==> config.mk <==
export PLATFORM = sky130hd
export DESIGN_NAME = serv_wakeup_timer_flat
export DESIGN_NICKNAME = d
export VERILOG_FILES = /design/src/rtl/serv_wakeup_timer_if.sv /design/src/rtl/serv_wakeup_timer.sv /design/src/flat_wrapper.sv
export SDC_FILE = /design/constraint.sdc
export NUM_CORES = 1
export LEC_CHECK = 0
export ABC_AREA = 0
export BUFFER_PORTS_ARGS = -buffer_cell sky130_fd_sc_hd__buf_2
export CELL_PAD_IN_SITES_DETAIL_PLACEMENT = 0
export CELL_PAD_IN_SITES_GLOBAL_PLACEMENT = 2
export CORE_MARGIN = 1
export CORE_UTILIZATION = 38
export DETAILED_ROUTE_END_ITERATION = 10
export MAX_ROUTING_LAYER = met4
export PLACE_DENSITY = 0.92
export RECOVER_POWER = 25
export SLEW_MARGIN = 10
export SYNTH_ARGS = -nofsm -noshare
export SYNTH_HDL_FRONTEND = slang
export SYNTH_SLANG_ARGS = --single-unit
export TNS_END_PERCENT = 1
==> constraint.sdc <==
create_clock -name i_clk -period 6.5 [get_ports i_clk]
set_input_delay 1.95 -clock i_clk [delete_from_list [all_inputs] [get_ports i_clk]]
set_output_delay 1.95 -clock i_clk [all_outputs]
set_load 0.005 [all_outputs]
==> src/rtl/serv_wakeup_timer_if.sv <==
// Single-cycle Wishbone slave bus that software uses to reach the wakeup timer.
// The master drives the request side and the slave answers with ack and read data.
interface serv_wakeup_timer_if;
   logic [1:0]  adr;
   logic [31:0] dat;
   logic        we;
   logic        cyc;
   logic [31:0] rdt;
   logic        ack;

   modport master (output adr, dat, we, cyc, input rdt, ack);
   modport slave  (input adr, dat, we, cyc, output rdt, ack);
endinterface

==> src/rtl/serv_wakeup_timer.sv <==
// Always-on machine timer: a prescaled mtime counter is compared against mtimecmp,
// and a match latches a sticky pending flag that drives the wakeup interrupt.
module serv_wakeup_timer #(
   parameter int WIDTH          = 32,
   parameter int PRESCALE       = 1,
   parameter     RESET_STRATEGY = "MINI"
) (
   input  logic                i_clk,
   input  logic                i_rst,
   serv_wakeup_timer_if.slave  wb,
   output logic                o_timer_irq
);

   localparam int            PW        = (PRESCALE > 1) ? $clog2(PRESCALE) : 1;
   localparam logic [PW-1:0] PLAST     = PW'(PRESCALE - 1);
   localparam bit            RESET_ALL = (RESET_STRATEGY != "NONE");

   localparam logic [1:0] ADR_MTIME    = 2'd0;
   localparam logic [1:0] ADR_MTIMECMP = 2'd1;
   localparam logic [1:0] ADR_CTRL     = 2'd2;
   localparam logic [1:0] ADR_STATUS   = 2'd3;

   logic [WIDTH-1:0] mtime;
   logic [WIDTH-1:0] mtimecmp;
   logic [WIDTH-1:0] mtime_inc;
   logic [WIDTH-1:0] wdat;
   logic [1:0]       ctrl;
   logic             pending;
   logic [PW-1:0]    pcnt;
   logic             ack;
   logic [31:0]      rdt;
   logic [31:0]      rd_mux;

   logic access;
   logic wr_mtime;
   logic wr_cmp;
   logic wr_ctrl;
   logic clr_pending;
   logic tick;
   logic match;
   logic unused_dat;

   // An access is taken only while no ack is outstanding, giving one access per two cycles.
   assign access      = wb.cyc & ~ack;
   assign wr_mtime    = access & wb.we & (wb.adr == ADR_MTIME);
   assign wr_cmp      = access & wb.we & (wb.adr == ADR_MTIMECMP);
   assign wr_ctrl     = access & wb.we & (wb.adr == ADR_CTRL);
   assign clr_pending = access & wb.we & (wb.adr == ADR_STATUS) & wb.dat[0];
   assign wdat        = wb.dat[WIDTH-1:0];
   assign unused_dat  = ^wb.dat;

   assign tick      = ctrl[0] & (pcnt == PLAST);
   assign mtime_inc = mtime + WIDTH'(1);
   // Only a counting step can raise a match; a software write to MTIME suppresses it.
   assign match     = tick & ~wr_mtime & (mtime_inc == mtimecmp);

   always_comb begin
      rd_mux = '0;
      case (wb.adr)
         ADR_MTIME:    rd_mux = 32'(mtime);
         ADR_MTIMECMP: rd_mux = 32'(mtimecmp);
         ADR_CTRL:     rd_mux = {30'd0, ctrl};
         default:      rd_mux = {31'd0, pending};
      endcase
   end

   always_ff @(posedge i_clk) begin
      if (i_rst) begin
         if (RESET_ALL) pcnt <= '0;
      end else if (!ctrl[0] || tick) begin
         pcnt <= '0;
      end else begin
         pcnt <= pcnt + PW'(1);
      end
   end

   always_ff @(posedge i_clk) begin
      if (i_rst) begin
         if (RESET_ALL) mtime <= '0;
      end else if (wr_mtime) begin
         mtime <= wdat;
      end else if (tick) begin
         mtime <= mtime_inc;
      end
   end

   always_ff @(posedge i_clk) begin
      if (i_rst) begin
         if (RESET_ALL) mtimecmp <= '1;
      end else if (wr_cmp) begin
         mtimecmp <= wdat;
      end
   end

   always_ff @(posedge i_clk) begin
      if (i_rst) begin
         ctrl <= 2'b00;
      end else if (wr_ctrl) begin
         ctrl <= wb.dat[1:0];
      end
   end

   // Setting wins over a simultaneous write-one-to-clear.
   always_ff @(posedge i_clk) begin
      if (i_rst) begin
         pending <= 1'b0;
      end else if (match) begin
         pending <= 1'b1;
      end else if (clr_pending) begin
         pending <= 1'b0;
      end
   end

   always_ff @(posedge i_clk) begin
      if (i_rst) begin
         ack <= 1'b0;
      end else begin
         ack <= access;
      end
   end

   always_ff @(posedge i_clk) begin
      if (i_rst) begin
         if (RESET_ALL) rdt <= '0;
      end else if (access) begin
         rdt <= rd_mux;
      end
   end

   assign wb.ack      = ack;
   assign wb.rdt      = rdt;
   assign o_timer_irq = pending & ctrl[1];

endmodule

==> src/flat_wrapper.sv <==
// flat-port wrapper written by rule: the top's interface ports become plain ports
module serv_wakeup_timer_flat 
#(
   parameter int WIDTH          = 32,
   parameter int PRESCALE       = 1,
   parameter     RESET_STRATEGY = "    "
)
  (i_clk, i_rst, o_timer_irq, wb_adr, wb_dat, wb_we, wb_cyc, wb_rdt, wb_ack);
  serv_wakeup_timer_if wb_i ();
  input  logic i_clk;
  input  logic i_rst;
  output logic o_timer_irq;
  input wire logic [$bits(wb_i.adr)-1:0] wb_adr;
  input wire logic [$bits(wb_i.dat)-1:0] wb_dat;
  input wire logic [$bits(wb_i.we)-1:0] wb_we;
  input wire logic [$bits(wb_i.cyc)-1:0] wb_cyc;
  output wire logic [$bits(wb_i.rdt)-1:0] wb_rdt;
  output wire logic [$bits(wb_i.ack)-1:0] wb_ack;
  assign wb_i.adr = wb_adr;
  assign wb_i.dat = wb_dat;
  assign wb_i.we = wb_we;
  assign wb_i.cyc = wb_cyc;
  assign wb_rdt = wb_i.rdt;
  assign wb_ack = wb_i.ack;
  serv_wakeup_timer #(.WIDTH(WIDTH), .PRESCALE(PRESCALE), .RESET_STRATEGY(RESET_STRATEGY)) u_core (.i_clk(i_clk), .i_rst(i_rst), .wb(wb_i), .o_timer_irq(o_timer_irq));
endmodule
==> impl_metrics.ini, run 1 <==
[status]
status = finished, violations left
violations = max-capacitance violations, max-slew violations

[sta]
rsz0062_at_grt = no
hold_viol = 0
worstMarginPinSlew_ns = 2.10
fin_skew_ns = 0.00759
finalMaxSlewViolations = 101
fin_tns_setup_ns = 0
max_slew_margin_pct = -39.8
period_share_pct = 63.8
final.min_clock_period_ns = 4.14
setup_viol = 0
max_freq_mhz = 241

[die]
chipHeight_um = 124
fp-row-count = 44
die-area_um2 = 15300
coreArea_um2 = 14500
die_w_um = 124
io_pins = 72
start_util_pct = 38.8

[synthesis]
synthFlopType = dfxtp_1
ys_seq_area_share_pct = 35.8
synthesis.area_um2 = 5650
syn_avg_cell_area_um2 = 8.57
synth_edf_count = 0
synth-async-reset-ratio_pct = 0
ys_warn_count = 0
ys_types = 55
synth.ff_latch_count = 101
synthesis.nets = 698
synth_cells = 659

[clocking]
cts-hold-fix-buffers = 0
cts_buffers = 9
path_clk_slew_ns = 0.07
clk_latency_ns = 0.36
cts_resized = 0
htreeDepth = 3
cts_tree = done
cts_setup_buffers = 0
root_buffer = clkbuf_16
clock_sinks = 101
clk_path_buf_depth = 2

[route]
drcViolationCount = 0
drt.antenna.violating_nets = 0
dr_total_vias = 4804
routed_via_density = 5.52
dr.pass1.iters = 4
wirelength_um = 14300
wl_per_cell_um = 16.4
drt_iter0_drc = 248

[worst_setup_path]
worst_path_max_delay_cell = buf_2
startpoint_type = primary input
crit_chain = buf_2 > nor2_1 > nand3_2 > buf_4 > o2111ai_1 > a2111oi_0 > and4_1 > nand4_1 > o21ai_1
worstPathMaxFanout = 65
worst-r2r-cell-count = 7
criticalPathCategory = primary input to flop
critPathTopFamily = buffers and inverters
worstPathRequired_ns = 6.79
crit_path_max_incr_delay_ns = 0.67
setup.worst_path.end_class = flop
r2r_start = u_core.mtime[5]$_SDFFE_PP0P_
r2r_setup_slack_ns = 3.52
path_buf_inv = 2
r2r_end = u_core.pending$_SDFFE_PP0P_
worstPathArrival_ns = 4.43

[place]
dp_cells = 855
hpwl_um = 10100
gp_congestion = 0.872
dpl-instance-area_um2 = 6020
io_buffers = 71

[final_layout]
antennaDiodeCount = 0
area_growth_pct = 12.2
post-route-util_pct = 43.6
postLayoutCellArea_um2 = 6330
final_common_cell = dfxtp_1
most-common-layout-cells = dfxtp_1, nor2_1, buf_2
nets = 721
finalNonFillerCells = 871
drive_gt1_share_pct = 15.9

[flow_run]
max-cap-violations = 1

[pwr]
netSwitchingPower_w = 0.000337
power_density_nw_per_um2 = 224
clkPwrFrac_pct = 43.3
ir_drop_mv = 0.164
leakage_nw = 2.12
pwr-share-comb_pct = 9.7
seqPwrFrac_pct = 46.9
p_sw_share_pct = 23.7
p_int_w = 0.00108

[min_path]
hp-start = u_core.wb.rdt[0]$_SDFFE_PP0P_
hold_end = u_core.wb.rdt[0]$_SDFFE_PP0P_
min_delay_path_depth = 2
holdCritPathClass = flop to flop

[grt]
grt_pass1_vias = 4650
track_usage_pct = 20.8
grt_pass1_wl_um = 23700
grt_start_max_net_pins = 101
antenna_found_initial = 0
grt_overflow = 0
[area by class of cell]
class | instances | area, µm²
fillers | 1468 | 8200
repair buffers | 77 | 374
well taps | 184 | 230
inverters | 3 | 11.3
clock inverters | 6 | 111
clock buffers | 10 | 229
flip-flops and latches | 101 | 2020
multi-input cells | 490 | 3350
[synthesized netlist by cell type (all sizes together) (2+ instances only)]
master	number	area share [%]
nor4	10	1.4
nand3	12	1.1
or3	9	1.0
xnor2	42	6.5
nand4	21	2.6
o211ai	2	0.27
nand3b	4	0.53
a31oi	4	0.44
nor3	10	0.98
a2111oi	2	0.31
a211o	32	5.0
or4	2	0.27
a21oi	10	0.89
nor4b	2	0.31
nor2b	37	4.1
mux2i	3	0.53
nor2	82	5.5
or2	3	0.33
o21ai	17	1.5
mux2	27	5.4
and3	6	0.66
a311oi	5	0.78
buf	22	2.0
clkbuf	43	2.9
dfxtp	101	36
a22oi	30	4.0
nor3b	3	0.40
nand2b	2	0.22
a211oi	30	4.0
and4	7	1.1
xor2	26	4.0
inv	3	0.20
o2111ai	2	0.31
and2	4	0.44
nand2	30	2.0
[power by group through the flow]
stage          combinational, W  clock, W  sequential (W)
2_1_floorplan          0.000102         0        0.000670
3_3_place_gp           0.000138         0        0.000679
3_5_place_dp           0.000141         0        0.000680
4_1_cts                0.000142  0.000630        0.000666
5_1_grt                0.000155  0.000655        0.000670
6_report               0.000138  0.000615        0.000666
[state kept, by name, summed over array words and instances (netlist names)]
register         cells
u_core.pcnt          1
u_core.ctrl          2
u_core.pending       1
u_core.mtime        32
u_core.mtimecmp     32
u_core.wb.rdt       32
u_core.wb.ack        1
[metrics by stage]
step	total power (W)	setup slack [ns]	hold slack, ns
floorplan	0.000772	3.00	0.453
global placement	0.000817	2.02	0.451
detailed placement	0.000821	1.92	0.455
CTS	0.00144	2.32	0.466
global route	0.00148	2.08	0.493
finish	0.00142	2.36	0.464
[cell families after synthesis]
logic type                 Yosys count  synth area share (%)
AOI/OAI and AO/OA                  142                  18.7
xor gates and xnor gates            68                  10.5
adders and majority gates            1                 0.222
buffers and inverters               68                  5.03
DFF                                101                  35.8
muxes                               31                  6.32
other                                1                0.0664
and+or+nand+nor                    247                  23.3
[how the worst max path moves through the flow]
stage               from                          endpoint  slack, ns  cells after the start
5_1_grt        wb_adr[0]  u_core.mtimecmp[24]$_SDFFE_PP1P_       2.08                      6
6_report       wb_adr[0]       u_core.pending$_SDFFE_PP0P_       2.36                      9
3_5_place_dp   wb_adr[0]       u_core.pending$_SDFFE_PP0P_       1.92                      9
4_1_cts        wb_adr[0]       u_core.pending$_SDFFE_PP0P_       2.32                      9
3_3_place_gp   wb_adr[0]  u_core.mtimecmp[26]$_SDFFE_PP1P_       2.02                      6
2_1_floorplan     wb_cyc  u_core.mtimecmp[10]$_SDFFE_PP1P_       3.00                      6
[layer usage]
metal / global-route usage [%] / share of wire, % / wire, µm / up-vias
li1: - / - / - / 2415
met1: 25.2 / 47 / 6760 / 2279
met2: 33.8 / 47 / 6670 / 90
met3: 5.17 / 4.1 / 582 / 20
met4: 6.70 / 1.7 / 246 / 0
met5: - / 0 / 0 / -
[tightest hold or removal path, cell delays in order (launching register included)]
cell	delay [ns]
dfxtp_1	0.31
nand2_1	0.05
a21oi_1	0.05
Power figures use the tool's default switching activity.
==> run 2, diff against run 1 <==
Settings changed: CORE_UTILIZATION 38 to 32, PLACE_DENSITY 0.92 to 0.84.
Clock period 6.5 ns to 3.75 ns, I/O delays scaled along.
==> impl_metrics.ini, run 2 (synthesis gave the netlist of run 1 again) <==
[sta]
hold_viol = 0
period_share_pct = 75.9
max_freq_mhz = 352
worstMarginPinSlew_ns = 1.09
fin_tns_setup_ns = 0
finalMaxSlewViolations = 0
setup_viol = 0
final.min_clock_period_ns = 2.84
rsz0062_at_grt = no
max_slew_margin_pct = 27.5
hold_slack_ns = 0.475
fin_skew_ns = 0.0136
worst_slack_ns = 0.905

[die]
chipHeight_um = 135
coreArea_um2 = 17200
fp-row-count = 48
die-area_um2 = 18200
io_pins = 72
die_w_um = 135
start_util_pct = 32.8

[worst_setup_path]
worstPathRequired_ns = 4.05
worstPathMaxFanout = 13
worst-r2r-cell-count = 6
worstPathArrival_ns = 3.14
r2r_start = u_core.mtime[6]$_SDFFE_PP0P_
setup.worst_path.end_class = flop
r2r_end = u_core.pending$_SDFFE_PP0P_
crit_path_max_incr_delay_ns = 0.65
startpoint_type = flop
worst_path_max_delay_cell = or4_1
r2r_setup_slack_ns = 0.91
crit_chain = and4_1 > nand4_4 > or4_1 > nor4b_1 > o2111ai_1 > o21ai_1
criticalPathCategory = flop to flop

[min_path]
hold_end = u_core.wb.rdt[0]$_SDFFE_PP0P_
holdCritPathClass = flop to flop
hp-start = u_core.wb.rdt[0]$_SDFFE_PP0P_
min_delay_path_depth = 2

[clocking]
cts-hold-fix-buffers = 0
cts_tree = done
htreeDepth = 3
cts_buffers = 9
clk_path_buf_depth = 2
path_clk_slew_ns = 0.08
clk_latency_ns = 0.37
clock_sinks = 101
cts_resized = 0
cts_setup_buffers = 0
root_buffer = clkbuf_16

[route]
dr_total_vias = 4982
met3WireLength_um = 726
wl_per_cell_um = 17.3
wl_met2_um = 7460
highest_layer = met4
drcViolationCount = 0
drt.antenna.violating_nets = 0
drt_iter0_drc = 366
dr.pass1.iters = 5
wirelength_um = 15800
routed_via_density = 5.46
met1_length_um = 7240

[grt]
grt_pass1_vias = 4721
antenna_found_initial = 0
grt_overflow = 0
grt_start_max_net_pins = 65
grt_pass1_wl_um = 25300
track_usage_pct = 18.7

[final_layout]
area_growth_pct = 12.5
final_common_cell = dfxtp_1
antennaDiodeCount = 0
most-common-layout-cells = dfxtp_1, nor2_1, buf_2
nets = 722
largestRegisters = u_core.mtime (32), u_core.mtimecmp (32), u_core.wb.rdt (32)
drive_gt1_share_pct = 17.6

[pwr]
finalPower_w = 0.00230
power_density_nw_per_um2 = 362
ir_drop_mv = 0.224
leakage_nw = 2.14

[place]
dp_slack_ns = 0.748
hpwl_um = 10900
gp_congestion = 0.819
io_buffers = 71

[flow_run]
max-cap-violations = 0

[status]
status = complete, no violations
[run 2: through the flow]
stage	area (µm²)	util, %	std cells
floorplan	5650	-	659
global placement	6090	35.3	897
detailed placement	6090	35.3	897
CTS	6370	36.9	913
global route	6350	36.8	913
finish	6350	36.8	913
[run 2: worst max-delay path by stage]
stage / depth (start not counted) / startpoint / end
6_report: 6 / u_core.mtime[6]$_SDFFE_PP0P_ / u_core.pending$_SDFFE_PP0P_
5_1_grt: 6 / u_core.mtime[5]$_SDFFE_PP0P_ / u_core.pending$_SDFFE_PP0P_
4_1_cts: 6 / u_core.mtime[5]$_SDFFE_PP0P_ / u_core.pending$_SDFFE_PP0P_
3_5_place_dp: 6 / wb_adr[0] / u_core.mtimecmp[26]$_SDFFE_PP1P_
3_3_place_gp: 6 / wb_adr[0] / u_core.mtimecmp[18]$_SDFFE_PP1P_
2_1_floorplan: 6 / wb_cyc / u_core.mtimecmp[10]$_SDFFE_PP1P_
[run 2: cell type report]
cell class,count,area (µm²)
clock inverters,7,48.8
flip-flops and latches,101,2020
fillers,1778,10900
well taps,225,282
repair buffers,78,407
clock buffers,9,225
multi-input cells,490,3350
inverters,3,11.3
[run 2: routing by layer]
| metal | vias to the layer above | global-route usage, % |
|---|---|---|
| met5 | - | - |
| met4 | 0 | 6.55 |
| met3 | 26 | 4.32 |
| met2 | 137 | 30.0 |
| met1 | 2392 | 22.9 |
| li1 | 2427 | - |
[run 2: power breakdown]
group          total (W)  leakage (nW)  switching [W]  internal [W]
Sequential       0.00116         0.822      0.0000439       0.00111
Combinational   0.000245          1.18       0.000132      0.000113
Clock           0.000901         0.136       0.000449      0.000453
Total            0.00230          2.14       0.000624       0.00168
[run 2: worst max-delay path: cells and delay by family, from the launching register on]
family,cells,cell delay [ns]
and+or+nand+nor,4,1.92
DFF,1,0.50
AOI/OAI and AO/OA,2,0.34
